===== config.mk =====
export PLATFORM = sky130hd
export DESIGN_NAME = vga_sync_monitor
export DESIGN_NICKNAME = d
export VERILOG_FILES = /design/src/rtl/vga_sync_monitor.sv
export SDC_FILE = /design/constraint.sdc
export NUM_CORES = 1
export LEC_CHECK = 0
export BUFFER_PORTS_ARGS = -buffer_cell sky130_fd_sc_hd__buf_4
export CAP_MARGIN = 20
export CELL_PAD_IN_SITES_DETAIL_PLACEMENT = 1
export CELL_PAD_IN_SITES_GLOBAL_PLACEMENT = 1
export CORE_UTILIZATION = 44
export DETAILED_ROUTE_END_ITERATION = 16
export GPL_TIMING_DRIVEN = 0
export HOLD_SLACK_MARGIN = 0.12
export PLACE_DENSITY = 0.8
export SLEW_MARGIN = 25
export SYNTH_ARGS = -nofsm -noshare
export SYNTH_HDL_FRONTEND = slang
export SYNTH_SLANG_ARGS = --single-unit

===== constraint.sdc =====
create_clock -name vga_clk -period 3.2 [get_ports vga_clk]
set_input_delay 0.64 -clock vga_clk [delete_from_list [all_inputs] [get_ports vga_clk]]
set_output_delay 0.64 -clock vga_clk [all_outputs]
set_load 0.01 [all_outputs]

===== src/rtl/vga_sync_monitor.sv =====
// vga_sync_monitor: VGA receive-side timing checker and pixel-coordinate recovery.
// Registers hs/vs/rgb once, tracks line/frame position from the sync edges,
// qualifies line and frame timing, and declares lock after LOCK_FRAMES clean frames.
// Optional macro VGA_SYNC_MONITOR_CHECKSUM_EN adds a per-frame RGB checksum
// (frame_sum / frame_sum_vld).
module vga_sync_monitor #(
  parameter int unsigned H_VIS       = 640,
  parameter int unsigned H_FP        = 16,
  parameter int unsigned H_SYNC      = 96,
  parameter int unsigned H_BP        = 48,
  parameter int unsigned V_VIS       = 480,
  parameter int unsigned V_FP        = 10,
  parameter int unsigned V_SYNC      = 2,
  parameter int unsigned V_BP        = 33,
  parameter int unsigned SYNC_POL    = 0,
  parameter int unsigned LOCK_FRAMES = 2
) (
  input  logic        vga_clk,
  input  logic        rst,
  input  logic        hs_in,
  input  logic        vs_in,
  input  logic [3:0]  r_in,
  input  logic [3:0]  g_in,
  input  logic [3:0]  b_in,
  input  logic        err_clr,
  output logic [9:0]  px_x,
  output logic [9:0]  px_y,
  output logic        px_de,
  output logic [11:0] px_rgb,
  output logic        locked,
  output logic        h_err,
  output logic        v_err,
  output logic [15:0] frame_cnt
`ifdef VGA_SYNC_MONITOR_CHECKSUM_EN
  ,
  output logic [15:0] frame_sum,
  output logic        frame_sum_vld
`endif
);

  localparam int unsigned H_TOT = H_VIS + H_FP + H_SYNC + H_BP;
  localparam int unsigned V_TOT = V_VIS + V_FP + V_SYNC + V_BP;
  localparam int unsigned H_OFF = H_SYNC + H_BP;
  localparam int unsigned H_END = H_OFF + H_VIS - 1;
  localparam int unsigned V_OFF = V_SYNC + V_BP;
  localparam int unsigned V_END = V_OFF + V_VIS - 1;
  localparam logic        POL   = (SYNC_POL != 0);

  typedef enum logic [1:0] {
    SEARCH  = 2'd0,
    SYNCING = 2'd1,
    LOCKED  = 2'd2
  } state_t;

  state_t      state_q, state_d;
  logic        hs_q, hs_d, vs_q, vs_d, hs_prev_q, hs_prev_d, vs_prev_q, vs_prev_d;
  logic        clr_q, clr_d;
  logic [11:0] rgb_q, rgb_d;
  logic [10:0] h_cnt_q, h_cnt_d, hs_w_q, hs_w_d;
  logic [9:0]  v_cnt_q, v_cnt_d, vs_w_q, vs_w_d;
  logic        bad_seen_q, bad_seen_d;
  logic [3:0]  good_q, good_d;
  logic        h_err_q, h_err_d, v_err_q, v_err_d, locked_q, locked_d;
  logic [15:0] frame_cnt_q, frame_cnt_d;
  logic [9:0]  px_x_q, px_x_d, px_y_q, px_y_d;
  logic        px_de_q, px_de_d;
  logic [11:0] px_rgb_q, px_rgb_d;

  logic hs_edge, vs_edge, line_good, line_bad, vtime_good, frame_good, in_win;

  // Edge detection and line/frame judgement on the registered samples.
  assign hs_edge    = hs_q & ~hs_prev_q;
  assign vs_edge    = vs_q & ~vs_prev_q;
  assign line_good  = (h_cnt_q == 11'(H_TOT - 1)) && (hs_w_q == 11'(H_SYNC));
  assign line_bad   = hs_edge & ~line_good;
  assign vtime_good = (v_cnt_q == 10'(V_TOT - 1)) && (vs_w_q == 10'(V_SYNC));
  assign frame_good = vtime_good & ~bad_seen_q & ~line_bad;

  // Input stage, position counters, lock FSM next state and output values.
  always_comb begin
    hs_d        = hs_in ^ ~POL;
    vs_d        = vs_in ^ ~POL;
    rgb_d       = {r_in, g_in, b_in};
    clr_d       = err_clr;
    hs_prev_d   = hs_q;
    vs_prev_d   = vs_q;
    state_d     = state_q;
    good_d      = good_q;
    h_err_d     = h_err_q & ~clr_q;
    v_err_d     = v_err_q & ~clr_q;
    frame_cnt_d = frame_cnt_q;

    // h_cnt_d / v_cnt_d are the coordinates of the sample now in rgb_q.
    if (hs_edge)                h_cnt_d = '0;
    else if (h_cnt_q == '1)     h_cnt_d = h_cnt_q;
    else                        h_cnt_d = h_cnt_q + 11'd1;

    if (hs_edge)                hs_w_d = 11'd1;
    else if (hs_q && hs_w_q != '1) hs_w_d = hs_w_q + 11'd1;
    else                        hs_w_d = hs_w_q;

    if (vs_edge)                      v_cnt_d = '0;
    else if (hs_edge && v_cnt_q != '1) v_cnt_d = v_cnt_q + 10'd1;
    else                              v_cnt_d = v_cnt_q;

    if (vs_edge)                               vs_w_d = 10'(hs_edge);
    else if (hs_edge && vs_q && vs_w_q != '1)  vs_w_d = vs_w_q + 10'd1;
    else                                       vs_w_d = vs_w_q;

    bad_seen_d = vs_edge ? 1'b0 : (bad_seen_q | line_bad);

    case (state_q)
      SEARCH: begin
        if (vs_edge) begin
          state_d = SYNCING;
          good_d  = '0;
        end
      end
      SYNCING: begin
        if (line_bad) begin
          h_err_d = 1'b1;
          good_d  = '0;
        end
        if (vs_edge) begin
          if (frame_good) begin
            if (good_q + 4'd1 == 4'(LOCK_FRAMES)) begin
              state_d = LOCKED;
              good_d  = '0;
            end else begin
              good_d  = good_q + 4'd1;
            end
          end else begin
            good_d = '0;
            if (!vtime_good) v_err_d = 1'b1;
          end
        end
      end
      LOCKED: begin
        if (vs_edge) begin
          if (frame_good) begin
            frame_cnt_d = frame_cnt_q + 16'd1;
          end else if (!vtime_good) begin
            v_err_d = 1'b1;
            state_d = SEARCH;
          end
        end
        if (line_bad) begin
          h_err_d = 1'b1;
          state_d = SEARCH;
        end
      end
      default: state_d = SEARCH;
    endcase

    in_win   = (h_cnt_d >= 11'(H_OFF)) && (h_cnt_d <= 11'(H_END)) &&
               (v_cnt_d >= 10'(V_OFF)) && (v_cnt_d <= 10'(V_END));
    locked_d = (state_d == LOCKED);
    px_de_d  = locked_d && in_win;
    px_x_d   = px_de_d ? 10'(h_cnt_d - 11'(H_OFF)) : 10'd0;
    px_y_d   = px_de_d ? (v_cnt_d - 10'(V_OFF)) : 10'd0;
    px_rgb_d = px_de_d ? rgb_q : 12'd0;
  end

  // State and pipeline registers with synchronous reset.
  always_ff @(posedge vga_clk) begin
    if (rst) begin
      state_q     <= SEARCH;
      hs_q        <= 1'b0;
      vs_q        <= 1'b0;
      hs_prev_q   <= 1'b0;
      vs_prev_q   <= 1'b0;
      clr_q       <= 1'b0;
      rgb_q       <= '0;
      h_cnt_q     <= '0;
      hs_w_q      <= '0;
      v_cnt_q     <= '0;
      vs_w_q      <= '0;
      bad_seen_q  <= 1'b0;
      good_q      <= '0;
      h_err_q     <= 1'b0;
      v_err_q     <= 1'b0;
      locked_q    <= 1'b0;
      frame_cnt_q <= '0;
      px_x_q      <= '0;
      px_y_q      <= '0;
      px_de_q     <= 1'b0;
      px_rgb_q    <= '0;
    end else begin
      state_q     <= state_d;
      hs_q        <= hs_d;
      vs_q        <= vs_d;
      hs_prev_q   <= hs_prev_d;
      vs_prev_q   <= vs_prev_d;
      clr_q       <= clr_d;
      rgb_q       <= rgb_d;
      h_cnt_q     <= h_cnt_d;
      hs_w_q      <= hs_w_d;
      v_cnt_q     <= v_cnt_d;
      vs_w_q      <= vs_w_d;
      bad_seen_q  <= bad_seen_d;
      good_q      <= good_d;
      h_err_q     <= h_err_d;
      v_err_q     <= v_err_d;
      locked_q    <= locked_d;
      frame_cnt_q <= frame_cnt_d;
      px_x_q      <= px_x_d;
      px_y_q      <= px_y_d;
      px_de_q     <= px_de_d;
      px_rgb_q    <= px_rgb_d;
    end
  end

  assign px_x      = px_x_q;
  assign px_y      = px_y_q;
  assign px_de     = px_de_q;
  assign px_rgb    = px_rgb_q;
  assign locked    = locked_q;
  assign h_err     = h_err_q;
  assign v_err     = v_err_q;
  assign frame_cnt = frame_cnt_q;

`ifdef VGA_SYNC_MONITOR_CHECKSUM_EN
  logic [15:0] sum_acc_q, sum_acc_d, frame_sum_q, frame_sum_d;
  logic        frame_sum_vld_q, frame_sum_vld_d;

  // Accumulate visible pixels; publish and restart the sum at each frame start.
  always_comb begin
    sum_acc_d       = sum_acc_q + (px_de_q ? 16'(px_rgb_q) : 16'd0);
    frame_sum_d     = frame_sum_q;
    frame_sum_vld_d = 1'b0;
    if (vs_edge) begin
      if (state_q == LOCKED) begin
        frame_sum_d     = sum_acc_d;
        frame_sum_vld_d = 1'b1;
      end
      sum_acc_d = '0;
    end
  end

  // Checksum registers.
  always_ff @(posedge vga_clk) begin
    if (rst) begin
      sum_acc_q       <= '0;
      frame_sum_q     <= '0;
      frame_sum_vld_q <= 1'b0;
    end else begin
      sum_acc_q       <= sum_acc_d;
      frame_sum_q     <= frame_sum_d;
      frame_sum_vld_q <= frame_sum_vld_d;
    end
  end

  assign frame_sum     = frame_sum_q;
  assign frame_sum_vld = frame_sum_vld_q;
`endif

endmodule

**Yosys cells after proc, flatten, opt, wreduce, memory -nomap -nowiden**

Index checks and enable logic that the tools add are counted.
Widths: inputs -> output; s select.

- Bits in registers: 118
- Input bits: 17
- Output and inout port bits: 52
- Logic and storage cells: 115

- Add/sub/neg operators: 8
- Magnitude comparators: 4
- Equality and inequality tests: 14
- Mux-type cells: 29
- Bitwise gates (word level): 17
- Reduce and logical (&&, ||, !) cells: 20

Operators by type and width:

| cell | count |
|---|---|
| $add 11x1->11 const B | 2 |
| $mux 11 | 2 |
| $add 10x1->10 const B | 2 |
| $mux 10 | 2 |
| $mux 4 | 5 |
| $ne 10x10->1 const B | 2 |
| $add 16x1->16 const B | 1 |
| $mux 2 | 8 |
| $eq 11x10->1 const B | 1 |
| $eq 11x11->1 const B | 1 |
| $eq 11x7->1 const B | 1 |
| $ge 11x8->1 const B | 1 |
| $le 11x10->1 const B | 1 |
| $ne 11x11->1 const B | 1 |
| $eq 10x10->1 const B | 1 |
| $eq 10x2->1 const B | 1 |
| $ge 10x6->1 const B | 1 |
| $le 10x10->1 const B | 1 |
| $logic_and 1x1->1 | 10 |
| $mux 1 | 10 |
| $sub 10x6->10 const B | 1 |
| $sub 10x8->10 const B | 1 |
| $not 1->1 | 9 |
| $pmux 4 s2 | 1 |
| 13 further kinds | 26 |

**Longest topological paths before layout**

- Word-level depth: 14
- Mapped depth: 14
- Gate-level depth less buffers: 11

**Worst setup path before layout**

OpenSTA, ideal clock, no wires.

- Kind: reg-to-reg
- Start point: register v_cnt_q[8]
- End point: register px_x_q[8] (netlist: px_x[8])
- Setup time: 135 ps
- Data arrival time: 2697 ps
- Setup slack: 368 ps
- Cell stages (with the launch flop): 12
- Path buffers: 2
- Clock period less this slack: 2832 ps
- Cell sequence: dfxtp_1 -> and4_1 -> clkbuf_1 -> a31oi_1 -> mux2i_1 -> inv_1 -> ha_1 -> o21ai_0 -> nand3_1 -> o21ai_1 -> buf_2 -> a211oi_2

- Elaborated cells on any way between the ends: 24
- Those cells by class: add/sub (1); order compare (2); eq/ne (3); mux (9); bitwise (3); reduce/logical (6)

RTL lines:

| item | line | source |
|---|---|---|
| start, declared | 60 | `logic [9:0] v_cnt_q, v_cnt_d, vs_w_q, vs_w_d;` |
| start signal, assigned | 198 | `v_cnt_q <= v_cnt_d;` |
| $ne 10x10->1 * | 103 | `else if (hs_edge && v_cnt_q != '1) v_cnt_d = v_cnt_q + 10'd1;` |
| $logic_and 1x1->1 * | 103 |  |
| $mux 10 * | 103 |  |
| $mux 10 * | 102 | `if (vs_edge) v_cnt_d = '0;` |
| named net v_cnt_d[0] | 60 |  |
| $ge 10x6->1 | 156 | `(v_cnt_d >= 10'(V_OFF)) && (v_cnt_d <= 10'(V_END));` |
| $logic_and 1x1->1 | 155 | `in_win = (h_cnt_d >= 11'(H_OFF)) && (h_cnt_d <= 11'(H_END)) &&` |
| $logic_and 1x1->1 * | 156 |  |
| $logic_and 1x1->1 * | 158 | `px_de_d = locked_d && in_win;` |
| $not 1->1 (no source line) * | - |  |
| $reduce_or 2->1 (no source line) * | - |  |
| end signal, assigned | 206 | `px_x_q <= px_x_d;` |
| end, declared | 65 | `logic [9:0] px_x_q, px_x_d, px_y_q, px_y_d;` |

The timed path passes the listed nets; every way through them passes the cells marked *.
A chain may end at the register's enable or synchronous reset.

**Worst setup path after layout**

- Start point: register h_cnt_q[2]
- End point: register px_rgb_q[4] (netlist: px_rgb[4])

- Cells in the longest elaborated chain, start to end: 14
- Elaborated cells on any way between the ends: 25
- Those cells by class: add/sub (1); order compare (2); eq/ne (3); mux (8); bitwise (5); reduce/logical (6)

Ends and longest elaborated chain:

| item | line | source |
|---|---|---|
| start, declared | 59 | `logic [10:0] h_cnt_q, h_cnt_d, hs_w_q, hs_w_d;` |
| start signal, assigned | 196 | `h_cnt_q <= h_cnt_d;` |
| parallel branches: the longest is 11 deep, another holds $add 11x1->11 | - |  |
| $logic_and 1x1->1 * | 158 |  |
| $not 1->1 (no source line) * | - |  |
| $reduce_or 2->1 (no source line) * | - |  |
| end signal, assigned | 209 | `px_rgb_q <= px_rgb_d;` |
| end, declared | 67 | `logic [11:0] px_rgb_q, px_rgb_d;` |

Mark *: on every way between the ends.

==> results.md <==
Critical path
- Largest delay share family, worst path: simple AND/OR/NAND/NOR gates
- list of cells traversed by the critical path: and3_1, nand4_1, o211ai_1, ha_1, nand3_1, nor3_2, a211oi_1, or4_1, buf_6, buf_6, nor3_2
- endpoint kind of the worst setup timing path: flip-flop
- largest driver fanout on the critical path: 10
- CP startpoint kind: flip-flop
- number of buffer and inverter instances along the worst setup path: 2
- data arrival at the endpoint of the critical path: 3.45 ns
- CP max stage delay: 0.54 ns
- required time at the worst-slack endpoint: 3.55 ns
- type of the worst setup path: flip-flop to flip-flop
- cell at the slowest stage of the critical path: sky130_fd_sc_hd__or4_1

GRT
- pin count of the biggest net entering global routing: 17
- wire length of the first global-routing pass: 25100 um
- vias in the first global route: 5035
- global-route usage over all layers: 0.250
- Overflow after GRT: 0
- number of antenna violations at the first check in global routing: 0

Run
- number of maximum-capacitance violations: 0

Routing
- drt wl/cell: 17.5 um
- residual DRC count: 0
- ratio of routed vias to standard cells: 5.41
- total wire length after detailed routing: 15600 um
- count of vias placed by the detailed router: 4847
- antenna-violating nets left: 0
- total iterations of the first detailed-routing run: 4
- detailed router's first-iteration violation count: 184

Yosys
- area fraction of the dominant cell type after synthesis: 0.428
- ys async rst share: 0
- number of instances in the synthesized netlist: 624
- total standard cell area after synthesis: 5520 um^2
- library cell with the highest instance count after synthesis: sky130_fd_sc_hd__dfxtp_1
- number of flops mapped to enable cells by yosys: 0
- most area-hungry cell type in the Yosys netlist: sky130_fd_sc_hd__dfxtp_1
- largest cells by area after synthesis: sky130_fd_sc_hd__dfxtp_1 43%, sky130_fd_sc_hd__nor2_1 5.9%, sky130_fd_sc_hd__nor3_2 5.1%
- most used flip-flop cell after synthesis: sky130_fd_sc_hd__dfxtp_1
- count of distinct cell types in the synthesized netlist: 59
- Syn Nets: 660
- Yosys Warn Count: 0
- syn_area_per_cell: 8.84 um^2
- Seq cells post-synth: 118
- leading post-synthesis cells by instance count: 118 x sky130_fd_sc_hd__dfxtp_1, 86 x sky130_fd_sc_hd__nor2_1, 34 x sky130_fd_sc_hd__nand2_1
- sequential element share of the synthesized area: 0.428

STA
- number of endpoints failing setup at the final stage: 0
- Period Utilization, post-route: 0.971
- pins over their slew limit: 0
- clock period minus worst slack: 3.11 ns
- final worst-path setup slack: 0.0915 ns
- Setup Skew: 0.00669 ns
- highest clock rate: 0.322 GHz
- worst slew slack as a fraction of its limit: 0.510
- Worst Max-Slew Pin Slew: 0.733 ns
- final hold violation count: 0
- sum of negative setup slack: 0 ns

Placed design
- Placed Cells: 860
- Place WS: -0.482 ns
- estimated wirelength of the detail-placed design: 10500 um
- count of port buffers added during placement: 68
- routability congestion estimate from global placement: 0.865
- dpl cell area: 6240 um^2

Pwr
- power density relative to cell area: 518 nW/um^2
- worst vdd rail ir drop: 395 uV
- reported leakage power: 2.71 nW

Layout
- count of inserted antenna diode cells: 0
- number of standard cells in the final layout excluding fillers: 896
- post-route cell area: 6990 um^2
- share of layout cells above drive strength 1: 0.245
- synthesis-to-layout area growth: 26.7%
- share of the core filled with cells in the final layout: 0.577
- # nets final: 751

Clock tree
- total clock buffers created by CTS: 17
- clock sink total: 118
- H-tree level count: 4
- clock tree root driver cell: sky130_fd_sc_hd__clkbuf_16
- TritonCTS clock tree: built
- CTS clock-pin slew for the worst setup and hold paths: 0.06 ns
- clock latency reported for the late side of the worst-skew pair: 0.42 ns
- maximum buffer depth of the clock tree: 2

Floorplanning
- DIE WIDTH: 114 um
- Die Ht: 114 um
- Ports: 69
- area enclosed by the die boundary: 13000 um^2
- Std-Cell Core Area: 12100 um^2
- initial core utilization: 0.455
- Rows: 40

Hold path
- Hold/Removal Path Class: input port to flip-flop

Outcome
- run status: finished, final reports clean

## cells in the final DEF, fill, tap and decap left out, types with 6 or more instances in the layout
cell,count
sky130_fd_sc_hd__and3_1,8
sky130_fd_sc_hd__nor2_1,86
sky130_fd_sc_hd__and4_1,8
sky130_fd_sc_hd__or3_1,11
sky130_fd_sc_hd__a211oi_1,6
sky130_fd_sc_hd__inv_1,29
sky130_fd_sc_hd__clkbuf_16,17
sky130_fd_sc_hd__nor3_2,30
sky130_fd_sc_hd__xor2_1,24
sky130_fd_sc_hd__xnor2_1,15
sky130_fd_sc_hd__o21ai_0,19
sky130_fd_sc_hd__nor3_1,10
sky130_fd_sc_hd__nand2_1,34
sky130_fd_sc_hd__clkbuf_1,17
sky130_fd_sc_hd__nor4_1,7
sky130_fd_sc_hd__nand3_1,28
sky130_fd_sc_hd__inv_6,10
sky130_fd_sc_hd__nor2b_1,22
sky130_fd_sc_hd__buf_4,76
sky130_fd_sc_hd__dfxtp_1,117
sky130_fd_sc_hd__nand4_1,20
sky130_fd_sc_hd__ha_1,17
sky130_fd_sc_hd__a21oi_1,25
## sequential cells by signal (all words and copies together) (netlist names), 11 cells and up
register and count:
rgb_q 12, hs_w_q 11, h_cnt_q 11, px_rgb 12, frame_cnt 16
## where the power goes
part	switching (W)	total (W)	internal, W
clock	0.000790	0.00197	0.00118
sequential	0.0000173	0.00151	0.00149
combinational	0.0000905	0.000146	0.0000557
total	0.000898	0.00362	0.00272
## area by class of cell
| type | count | area [um^2] |
|---|---|---|
| Buffer | 32 | 175 |
| Clock buffer | 17 | 425 |
| Clock inverter | 15 | 181 |
| Fill cell | 1430 | 5120 |
| Inverter | 29 | 109 |
| Multi-Input combinational cell | 444 | 2980 |
| Sequential cell | 118 | 2360 |
| Tap cell | 168 | 210 |
| Timing Repair Buffer | 73 | 548 |
## repair_timing
action	CTS	global route
hold buffers	0	0
pin swaps	1	0
setup buffers	5	0
endpoints found under the setup margin	33	36
gates resized for setup	12	15
## kinds of logic (layout without fill, tap and decap cells)
logic type	count (synthesis)	count (layout)	synth area share
AOI/OAI and AO/OA	90	90	0.109
DFF	118	118	0.428
and+or+nand+nor	291	291	0.298
adders and majority gates	19	19	0.0431
muxes	5	5	0.00907
buffers and inverters	62	166	0.0504
xor gates and xnor gates	39	39	0.0619
## layer usage
metal | GRT usage | vias up | part of all wire
met5 | 0 | - | 0
met4 | 0.104 | 0 | 0.020
met3 | 0.0632 | 30 | 0.040
met2 | 0.439 | 106 | 0.51
met1 | 0.287 | 2359 | 0.43
li1 | - | 2352 | -
## worst paths after layout
check	to	cells past startpoint	slack, ns	from
worst max-delay path	px_rgb[4]	11	0.09	h_cnt_q[2]
worst min-delay path	hs_prev_d	2	0.36	hs_in
worst max register to register	px_rgb[4]	11	0.09	h_cnt_q[2]
worst min register to register	px_rgb[8]	2	0.43	rgb_q[8]
## per-stage QoR
| step | hold slack (ns) | power [W] |
|---|---|---|
| 5_1_grt | 0.352 | 0.00374 |
| 3_5_place_dp | 0.421 | 0.00167 |
| 2_1_floorplan | 0.413 | 0.00162 |
| 3_3_place_gp | 0.416 | 0.00166 |
| 6_report | 0.361 | 0.00362 |
| 4_1_cts | 0.345 | 0.00364 |
Note: power is estimated with default switching activity, not from simulation.
